$ cat src/rtl/cci_multi_msg_writer_pkg.sv
// rtl/cci_multi_msg_writer_pkg.sv - CSR map, channel states and CCI-P subset types for the message writer
package cci_multi_msg_writer_pkg;

    localparam logic [15:0] CSR_DFH       = 16'h0000;
    localparam logic [15:0] CSR_AFU_ID_L  = 16'h0002;
    localparam logic [15:0] CSR_AFU_ID_H  = 16'h0004;
    localparam logic [15:0] CSR_STATUS    = 16'h0010;
    localparam logic [15:0] CSR_ADDR_BASE = 16'h0020;
    localparam logic [15:0] CSR_MSG_BASE  = 16'h0040;
    localparam logic [63:0] DFH_VALUE     = 64'h1000_0100_0000_0000;

    typedef enum logic [1:0] {IDLE, ISSUE, DRAIN} t_chan_state;

    typedef struct packed {
        logic [423:0] rsvd;
        logic [7:0]   ch;
        logic [15:0]  idx;
        logic [63:0]  payload;
    } t_msg_line;

    typedef struct packed {
        logic [15:0] address;
        logic [1:0]  length;
        logic        rsvd;
        logic [8:0]  tid;
    } t_ccip_c0_mmio_hdr;

    typedef struct packed {
        t_ccip_c0_mmio_hdr hdr;
        logic [511:0]      data;
        logic              mmioRdValid;
        logic              mmioWrValid;
    } t_if_ccip_c0_Rx;

    typedef struct packed {
        logic        format;
        logic [1:0]  cl_num;
        logic [15:0] mdata;
    } t_ccip_c1_rsp_hdr;

    typedef struct packed {
        t_ccip_c1_rsp_hdr hdr;
        logic             rspValid;
    } t_if_ccip_c1_Rx;

    typedef struct packed {
        t_if_ccip_c0_Rx c0;
        t_if_ccip_c1_Rx c1;
        logic           c0TxAlmFull;
        logic           c1TxAlmFull;
    } t_if_ccip_Rx;

    typedef struct packed {
        logic [41:0] address;
        logic        sop;
        logic [1:0]  cl_len;
        logic [15:0] mdata;
    } t_ccip_c1_req_hdr;

    typedef struct packed {
        t_ccip_c1_req_hdr hdr;
        logic [511:0]     data;
        logic             valid;
    } t_if_ccip_c1_Tx;

    typedef struct packed {
        logic [8:0] tid;
    } t_ccip_c2_hdr;

    typedef struct packed {
        t_ccip_c2_hdr hdr;
        logic [63:0]  data;
        logic         mmioRdValid;
    } t_if_ccip_c2_Tx;

    typedef struct packed {
        logic valid;
    } t_if_ccip_c0_Tx;

    typedef struct packed {
        t_if_ccip_c0_Tx c0;
        t_if_ccip_c1_Tx c1;
        t_if_ccip_c2_Tx c2;
    } t_if_ccip_Tx;

endpackage

$ cat src/rtl/cci_multi_msg_writer_if.sv
// rtl/cci_multi_msg_writer_if.sv - CCI-P Rx/Tx bundle between platform shim and AFU
interface cci_multi_msg_writer_if;
    import cci_multi_msg_writer_pkg::*;

    t_if_ccip_Rx sRx;
    t_if_ccip_Tx sTx;

    modport master (output sRx, input sTx);
    modport slave  (input sRx, output sTx);
endinterface

$ cat src/rtl/cci_multi_msg_writer_arb.sv
// rtl/cci_multi_msg_writer_arb.sv - round-robin arbiter, search starts after the last granted requester
module cci_rr_arb #(
    parameter int N = 4
) (
    input  logic         clk,
    input  logic         rst,
    input  logic [N-1:0] req,
    input  logic         en,
    output logic [N-1:0] gnt
);
    localparam int PW = (N > 1) ? $clog2(N) : 1;

    logic [PW-1:0] ptr_q, ptr_d;

    // Walk offsets from farthest to nearest so the nearest requester wins.
    always_comb begin
        gnt = '0;
        for (int i = N; i >= 1; i--) begin
            if (en && (((req >> ((int'(ptr_q) + i) % N)) & N'(1)) != '0)) begin
                gnt = N'(1) << ((int'(ptr_q) + i) % N);
            end
        end
    end

    always_comb begin
        ptr_d = ptr_q;
        for (int i = 0; i < N; i++) begin
            if (gnt[i]) ptr_d = PW'(i);
        end
    end

    always_ff @(posedge clk or posedge rst) begin
        if (rst) ptr_q <= PW'(N - 1);
        else     ptr_q <= ptr_d;
    end
endmodule

$ cat src/rtl/cci_multi_msg_writer.sv
// rtl/cci_multi_msg_writer.sv - multi-channel CCI-P message writer with MMIO CSRs and response tracking
module cci_multi_msg_writer
    import cci_multi_msg_writer_pkg::*;
#(
    parameter int           NUM_CHANNELS = 4,
    parameter int           NUM_LINES    = 4,
    parameter logic [127:0] AFU_ID       = 128'h0
) (
    input  logic                    clk,
    input  logic                    reset,
    cci_multi_msg_writer_if.slave   ccip,
    output logic [NUM_CHANNELS-1:0] busy
);
    localparam int          OW = $clog2(NUM_LINES + 1);
    localparam int          SW = OW + 3;
    localparam logic [15:0] NL = 16'(NUM_LINES);

    t_if_ccip_Rx rx;
    t_if_ccip_Tx tx;
    assign rx = ccip.sRx;

    logic        mmio_wr, status_wr;
    logic [15:0] mmio_addr;
    logic [63:0] mmio_wdata;
    assign mmio_wr    = rx.c0.mmioWrValid;
    assign mmio_addr  = rx.c0.hdr.address;
    assign mmio_wdata = rx.c0.data[63:0];
    assign status_wr  = mmio_wr && (mmio_addr == CSR_STATUS);

    logic unused_rx;
    assign unused_rx = ^{rx.c0TxAlmFull, rx.c0.data[511:64], rx.c0.hdr.length, rx.c0.hdr.rsvd};

    logic [NUM_CHANNELS-1:0] req, gnt, done_v, err_v;
    logic [41:0]             naddr_a [NUM_CHANNELS];
    logic [63:0]             pay_a   [NUM_CHANNELS];
    logic [15:0]             idx_a   [NUM_CHANNELS];

    cci_rr_arb #(.N(NUM_CHANNELS)) u_arb (
        .clk (clk),
        .rst (reset),
        .req (req),
        .en  (!rx.c1TxAlmFull),
        .gnt (gnt)
    );

    for (genvar c = 0; c < NUM_CHANNELS; c++) begin : g_ch
        t_chan_state   state_q, state_d;
        logic [15:0]   left_q;
        logic [41:0]   naddr_q;
        logic [63:0]   pay_q;
        logic [OW-1:0] out_q, out_d;
        logic [SW-1:0] out_sum, rsp_dec;
        logic          done_q, err_q, addr_wr, msg_wr, rsp_hit, over;

        assign addr_wr = mmio_wr && (mmio_addr == CSR_ADDR_BASE + 16'(2 * c));
        assign msg_wr  = mmio_wr && (mmio_addr == CSR_MSG_BASE + 16'(2 * c));
        assign rsp_hit = rx.c1.rspValid && (rx.c1.hdr.mdata == 16'(c));
        assign rsp_dec = !rsp_hit ? '0 :
                         rx.c1.hdr.format ? SW'(rx.c1.hdr.cl_num) + SW'(1) : SW'(1);
        // Issue and response in the same cycle net out; over-release clamps at zero.
        assign out_sum = SW'(out_q) + SW'(gnt[c]);
        assign over    = rsp_dec > out_sum;
        assign out_d   = over ? '0 : OW'(out_sum - rsp_dec);

        always_comb begin
            state_d = state_q;
            case (state_q)
                IDLE:    if (addr_wr) state_d = ISSUE;
                ISSUE:   if (gnt[c] && left_q == 16'd1) state_d = DRAIN;
                DRAIN:   if (out_q == '0) state_d = IDLE;
                default: state_d = IDLE;
            endcase
        end

        always_ff @(posedge clk or posedge reset) begin
            if (reset) state_q <= IDLE;
            else       state_q <= state_d;
        end

        always_ff @(posedge clk or posedge reset) begin
            if (reset) begin
                left_q  <= '0;
                naddr_q <= '0;
                pay_q   <= '0;
                out_q   <= '0;
                done_q  <= 1'b0;
                err_q   <= 1'b0;
            end else begin
                out_q <= out_d;
                if (msg_wr) pay_q <= mmio_wdata;
                if (state_q == IDLE && addr_wr) begin
                    left_q  <= NL;
                    naddr_q <= mmio_wdata[41:0];
                    done_q  <= 1'b0;
                end else if (gnt[c]) begin
                    left_q  <= left_q - 16'd1;
                    naddr_q <= naddr_q + 42'd1;
                end
                if (state_q == DRAIN && out_q == '0) done_q <= 1'b1;
                if (status_wr) err_q <= 1'b0;
                if ((addr_wr && state_q != IDLE) || over) err_q <= 1'b1;
            end
        end

        assign req[c]     = (state_q == ISSUE);
        assign busy[c]    = (state_q != IDLE);
        assign done_v[c]  = done_q;
        assign err_v[c]   = err_q;
        assign naddr_a[c] = naddr_q;
        assign pay_a[c]   = pay_q;
        assign idx_a[c]   = NL - left_q;
    end

    logic [41:0] sel_addr;
    logic [63:0] sel_pay;
    logic [15:0] sel_idx;
    logic [7:0]  sel_ch;
    always_comb begin
        sel_addr = '0;
        sel_pay  = '0;
        sel_idx  = '0;
        sel_ch   = '0;
        for (int i = 0; i < NUM_CHANNELS; i++) begin
            if (gnt[i]) begin
                sel_addr = naddr_a[i];
                sel_pay  = pay_a[i];
                sel_idx  = idx_a[i];
                sel_ch   = 8'(i);
            end
        end
    end

    t_ccip_c1_req_hdr c1_hdr_d, c1_hdr_q;
    t_msg_line        c1_line_d, c1_line_q;
    logic             c1_valid_q;
    always_comb begin
        c1_hdr_d          = '0;
        c1_hdr_d.address  = sel_addr;
        c1_hdr_d.sop      = 1'b1;
        c1_hdr_d.mdata    = 16'(sel_ch);
        c1_line_d         = '0;
        c1_line_d.payload = sel_pay;
        c1_line_d.idx     = sel_idx;
        c1_line_d.ch      = sel_ch;
    end

    always_ff @(posedge clk or posedge reset) begin
        if (reset) begin
            c1_valid_q <= 1'b0;
            c1_hdr_q   <= '0;
            c1_line_q  <= '0;
        end else begin
            c1_valid_q <= |gnt;
            if (|gnt) begin
                c1_hdr_q  <= c1_hdr_d;
                c1_line_q <= c1_line_d;
            end
        end
    end

    logic [63:0] rd_data, rd_data_q;
    logic [8:0]  rd_tid_q;
    logic        rd_valid_q;
    always_comb begin
        rd_data = '0;
        case (mmio_addr)
            CSR_DFH:      rd_data = DFH_VALUE;
            CSR_AFU_ID_L: rd_data = AFU_ID[63:0];
            CSR_AFU_ID_H: rd_data = AFU_ID[127:64];
            CSR_STATUS:   rd_data = {40'b0, 8'(err_v), 8'(busy), 8'(done_v)};
            default:      rd_data = '0;
        endcase
    end

    always_ff @(posedge clk or posedge reset) begin
        if (reset) begin
            rd_valid_q <= 1'b0;
            rd_tid_q   <= '0;
            rd_data_q  <= '0;
        end else begin
            rd_valid_q <= rx.c0.mmioRdValid;
            if (rx.c0.mmioRdValid) begin
                rd_tid_q  <= rx.c0.hdr.tid;
                rd_data_q <= rd_data;
            end
        end
    end

    always_comb begin
        tx                = '0;
        tx.c1.valid       = c1_valid_q;
        tx.c1.hdr         = c1_hdr_q;
        tx.c1.data        = c1_line_q;
        tx.c2.mmioRdValid = rd_valid_q;
        tx.c2.hdr.tid     = rd_tid_q;
        tx.c2.data        = rd_data_q;
    end
    assign ccip.sTx = tx;
endmodule

$ cat src/flat_wrapper.sv
// flat-port wrapper written by rule: the top's interface ports become plain ports
module cci_multi_msg_writer_flat import cci_multi_msg_writer_pkg::*;
#(
    parameter int           NUM_CHANNELS = 4,
    parameter int           NUM_LINES    = 4,
    parameter logic [127:0] AFU_ID       = 128'h0
)
  (clk, reset, busy, ccip_sRx, ccip_sTx);
  cci_multi_msg_writer_if ccip_i ();
  input  logic clk;
  input  logic reset;
  output logic [NUM_CHANNELS-1:0] busy;
  input wire logic [$bits(ccip_i.sRx)-1:0] ccip_sRx;
  output wire logic [$bits(ccip_i.sTx)-1:0] ccip_sTx;
  assign ccip_i.sRx = ccip_sRx;
  assign ccip_sTx = ccip_i.sTx;
  cci_multi_msg_writer #(.NUM_CHANNELS(NUM_CHANNELS), .NUM_LINES(NUM_LINES), .AFU_ID(AFU_ID)) u_core (.clk(clk), .reset(reset), .ccip(ccip_i), .busy(busy));
endmodule
$ cat config.mk
export PLATFORM = sky130hd
export DESIGN_NAME = cci_multi_msg_writer_flat
export DESIGN_NICKNAME = d
export VERILOG_FILES = /design/src/rtl/cci_multi_msg_writer_pkg.sv /design/src/rtl/cci_multi_msg_writer_if.sv /design/src/rtl/cci_multi_msg_writer_arb.sv /design/src/rtl/cci_multi_msg_writer.sv /design/src/flat_wrapper.sv
export SDC_FILE = /design/constraint.sdc
export NUM_CORES = 2
export LEC_CHECK = 0
export BUFFER_PORTS_ARGS = -buffer_cell sky130_fd_sc_hd__buf_2
export CAP_MARGIN = 20
export CORE_AREA = 2 2 474 476
export DETAILED_ROUTE_END_ITERATION = 10
export DIE_AREA = 0 0 476 478
export GPL_TIMING_DRIVEN = 0
export REMOVE_ABC_BUFFERS = 1
export SYNTH_ARGS = -nofsm -noshare
export SYNTH_HDL_FRONTEND = slang
export SYNTH_HIERARCHICAL = 1
export SYNTH_SLANG_ARGS = --single-unit
$ cat constraint.sdc
create_clock -name clk -period 43.3 [get_ports clk]
set_input_delay 4.33 -clock clk [delete_from_list [all_inputs] [get_ports clk]]
set_output_delay 4.33 -clock clk [all_outputs]
set_load 0.02 [all_outputs]
==> metrics.md <==
| Metric | Value |
|---|---|
| Status | `finished, final reports clean` |
| Combinational Power Share | `6.7%` |
| Register area share after synthesis | `around 46%` |
| Final core occ | `between 10% and 20%` |
| Min setup slack post-route | `35.22 ns` |
| Worst Setup Start Kind | `primary input` |
| Seq pwr share | `44.4%` |
| Area Growth Syn to Fin | `17.9%` |
| Die W | `between 400 and 500 um` |
| Die span in y | `478 um` |
| DRC | `0` |
| Met1 WL | `about 53000 um` |
| Final setup TNS | `0 ns` |
| First-pass GRT wire length | `170000 um` |
| Cell variety after synth | `74` |
| Initial antenna violation count | `23` |
| DRT Wirelength | `117000 um` |
| Cells after Synth | `3621` |
| Pwr Total | `1420 uW` |
| Cts bufs inserted | `79` |
| Post-synth EDFFs | `0` |
| Final Skew | `~0.029 ns` |
| Endpoint class of the critical path | `register` |
| CTS tree | `done` |
| Final Wtd Congestion | `0.819` |
| Leakage power | `slightly below 0.02 uW` |
| PostCTS Resize Cnt | `0` |
| DP Worst Slack | `34.53 ns` |
| Reg clk slew, reported paths | `0.06 ns` |
| Met2 wire length | `50400 um` |
| RR Startpoint | `u_core/u_arb/ptr_q[0]` |
| Min-delay src | `u_core/ccip.sTx[605]` |
| Die area | `228000 sq um` |
| Post-synth top area share | `between 40 and 50%` |
| Core ar. | `223000 sq um` |
| Drt wl/cell | `17.0 um` |
| Nets | `4458` |
| Largest net degree at the start of global routing | `approximately 130` |
| Final slew viol count | `0` |
| CTS H-tree depth | `3` |
| Netlist Area Pre-Place | `approximately 37000 sq um` |
| RSZ-0062 raised after global routing | `false` |
| CP max FO | `28` |
| Final hold vios | `0` |
| Psw | `379 uW` |
| Initial drt markers | `2253` |
| Fmax | `124 MHz` |
| PD cells | `33.1 nW/um^2` |
| Grt total ovfl | `0` |
| VDD IR max | `25.7 uV` |
| Remaining antenna violation count | `0` |
| Clock net sink count | `between 600 and 700` |
| Yosys top cell by area | `dfrtp_1` |
| Postcts setup bufs | `0` |
| Hold_buf cts | `0` |
| Register bit total from synthesis | `between 600 and 700` |
| Via Count | `26600` |
| Final worst path period share | `a little under a fifth` |
| Row Count | `around 170` |
| Synth warnings | `6` |
| Placed cell area | `40300 sq um` |
| Arrival time of the worst setup path | `8.69 ns` |
| Final min period | `8.08 ns` |
| Initial Utilization | `approximately 16%` |
| Routed length on met3 | `10100 um` |
| Area contributors post-synth | `dfrtp_1 46%, buf_4 10%, mux2_2 7.7%, xor2_1 3.7%, nand2_1 3.0%` |
| Vias/cell | `3.84` |
| Setup crit start | `ccip_sRx[0]` |
| Reg-to-reg slack, setup | `37.73 ns` |
| Clk root buf | `clkbuf_16` |
| Critical Path RT | `43.91 ns` |
| Max layer used | `met5` |
| Worst-Margin Slew | `1.01 ns` |
| Asr flop ratio synth | `100%` |
| IO buf count | `269` |
| GRT Util Overall | `9.98%` |
| Post-synth top flop | `dfrtp_1` |
| CTS max path bufs | `3` |
| Internal power | `about 1000 uW` |
| Worst slew margin | `31.8%` |
| First drt pass iteration count | `6` |
| Clk pwr share | `48.9%` |
| DP HPWL | `88200 um` |
| Share of cells above drive strength 1 | `roughly 20%` |
| CP Class | `primary input to register` |
| Max Cap Viol | `0` |
| Setup violations, final | `0` |
| Switching portion of total power | `a little over a quarter` |
| Ports | `1219` |
| Vias in the first global route | `25100` |
| Syn_area_per_cell | `10.1 sq um` |
| Tightest Hold Check Type | `register to register` |
| Worst-Skew Late Latency | `0.69 ns` |
| Post-Layout Inst Area | `43100 sq um` |
-- flip-flops by register name (all words and copies together), names as in the netlist --
register and cells:
u_core/rd_valid_q 1, u_core/rd_tid_q 9, u_core/c1_valid_q 1, u_core/g_ch.done_q 4, u_core/rd_data_q 13, u_core/g_ch.state_q 8
u_core/ccip.sTx 125, u_core/g_ch.left_q 64, u_core/g_ch.pay_q 256, u_core/u_arb/ptr_q 2, u_core/g_ch.err_q 4, u_core/g_ch.out_q 12
u_core/g_ch.naddr_q 168
-- cell families (layout without fill, tap and decap cells) --
group           count (synthesis)  in the layout  share of synthesized area, %
compound gates                621            621                          11.5
xor+xnor                      281            281                          6.74
fa+ha+maj                      50             50                          1.79
buf+inv                       761            552                          13.3
flops                         667            667                          45.7
mux                           281            281                          8.62
other cells                     1            510                        0.0103
simple gates                  959            959                          12.4
-- Yosys cell counts, types with 19 or more instances --
master,n
nor4_1,33
dfrtp_1,665
clkbuf_1,143
buf_4,507
a21oi_1,134
ha_1,46
nor3_1,47
nand3_1,80
xor2_1,155
nand2_1,295
xnor2_1,126
nand4_1,66
a22oi_1,109
mux2_2,251
a221o_1,108
nor2_1,288
buf_2,19
o21ai_0,184
and3_1,35
inv_1,67
-- layer usage --
metal	GRT usage, %	vias to the layer above
met5	0	-
met4	3.46	2
met3	2.70	177
met2	14.9	1141
met1	13.7	13100
li1	-	12100
-- path summary, 6_finish.rpt --
| check | end | depth (start not counted) |
|---|---|---|
| min reg2reg | u_core/ccip.sTx[605] | 1 |
| max in group asynchronous | u_core/ccip.sTx[132] | 4 |
| min | u_core/ccip.sTx[605] | 1 |
| min in group asynchronous | u_core/u_arb/ptr_q[1] | 2 |
| max reg2reg | u_core/ccip.sTx[136] | 18 |
| max | u_core/ccip.sTx[136] | 19 |
-- metrics by stage --
step                      instances  hold WS, ns
after global placement         6684        0.445
final                          6913        0.466
after floorplan                3423        0.459
after CTS                      6900        0.471
after detailed placement       6753        0.456
after global routing           6901        0.506
-- placed cells by master, fill, tap and decap left out, types with 15 or more instances in the layout --
cell type,instances
inv_1,65
conb_1,497
nor3_1,46
nand2_1,293
xor2_1,155
a22o_1,15
a21oi_1,134
nor2_1,284
and3_1,35
a221o_1,108
nand4_1,66
nand3_1,80
o21ai_0,184
xnor2_1,126
buf_12,22
buf_16,20
buf_6,16
nor2b_1,15
mux2_1,15
clkinv_2,15
buf_2,270
clkbuf_8,17
mux2_2,251
ha_1,46
nor4_1,31
a22oi_1,109
clkbuf_16,79
dfrtp_1,665
-- worst max-delay path: stages --
cell,delay [ns]
buf_2,0.10
inv_1,0.10
nand2_1,0.12
or3_4,0.15
nand2_1,0.07
a221oi_1,0.44
o22ai_4,0.32
buf_12,0.27
buf_16,0.17
or2_2,0.39
nor3_2,0.60
buf_8,0.24
buf_6,0.18
buf_6,0.19
buf_6,0.20
buf_6,0.20
buf_6,0.18
buf_6,0.19
a221o_1,0.18
-- layout make-up --
cell class,count,area (sq um)
Clock inverter,37,448
Timing Repair Buffer,338,2650
Sequential cell,667,16700
Multi-Input combinational cell,2689,17000
Fill cell,24400,180000
Tap cell,2992,3740
Antenna cell,13,32.5
Clock buffer,110,2260
Inverter,67,259
-- power by group through the flow --
stage	Clock, uW	Sequential [uW]	Combinational [uW]
3_3_place_gp	0	645	92.8
4_1_cts	722	633	96.1
6_report	696	633	95.4
5_1_grt	748	633	106
3_5_place_dp	0	644	95.9
2_1_floorplan	0	647	63.9
Note: power is estimated with default switching activity, not from simulation.
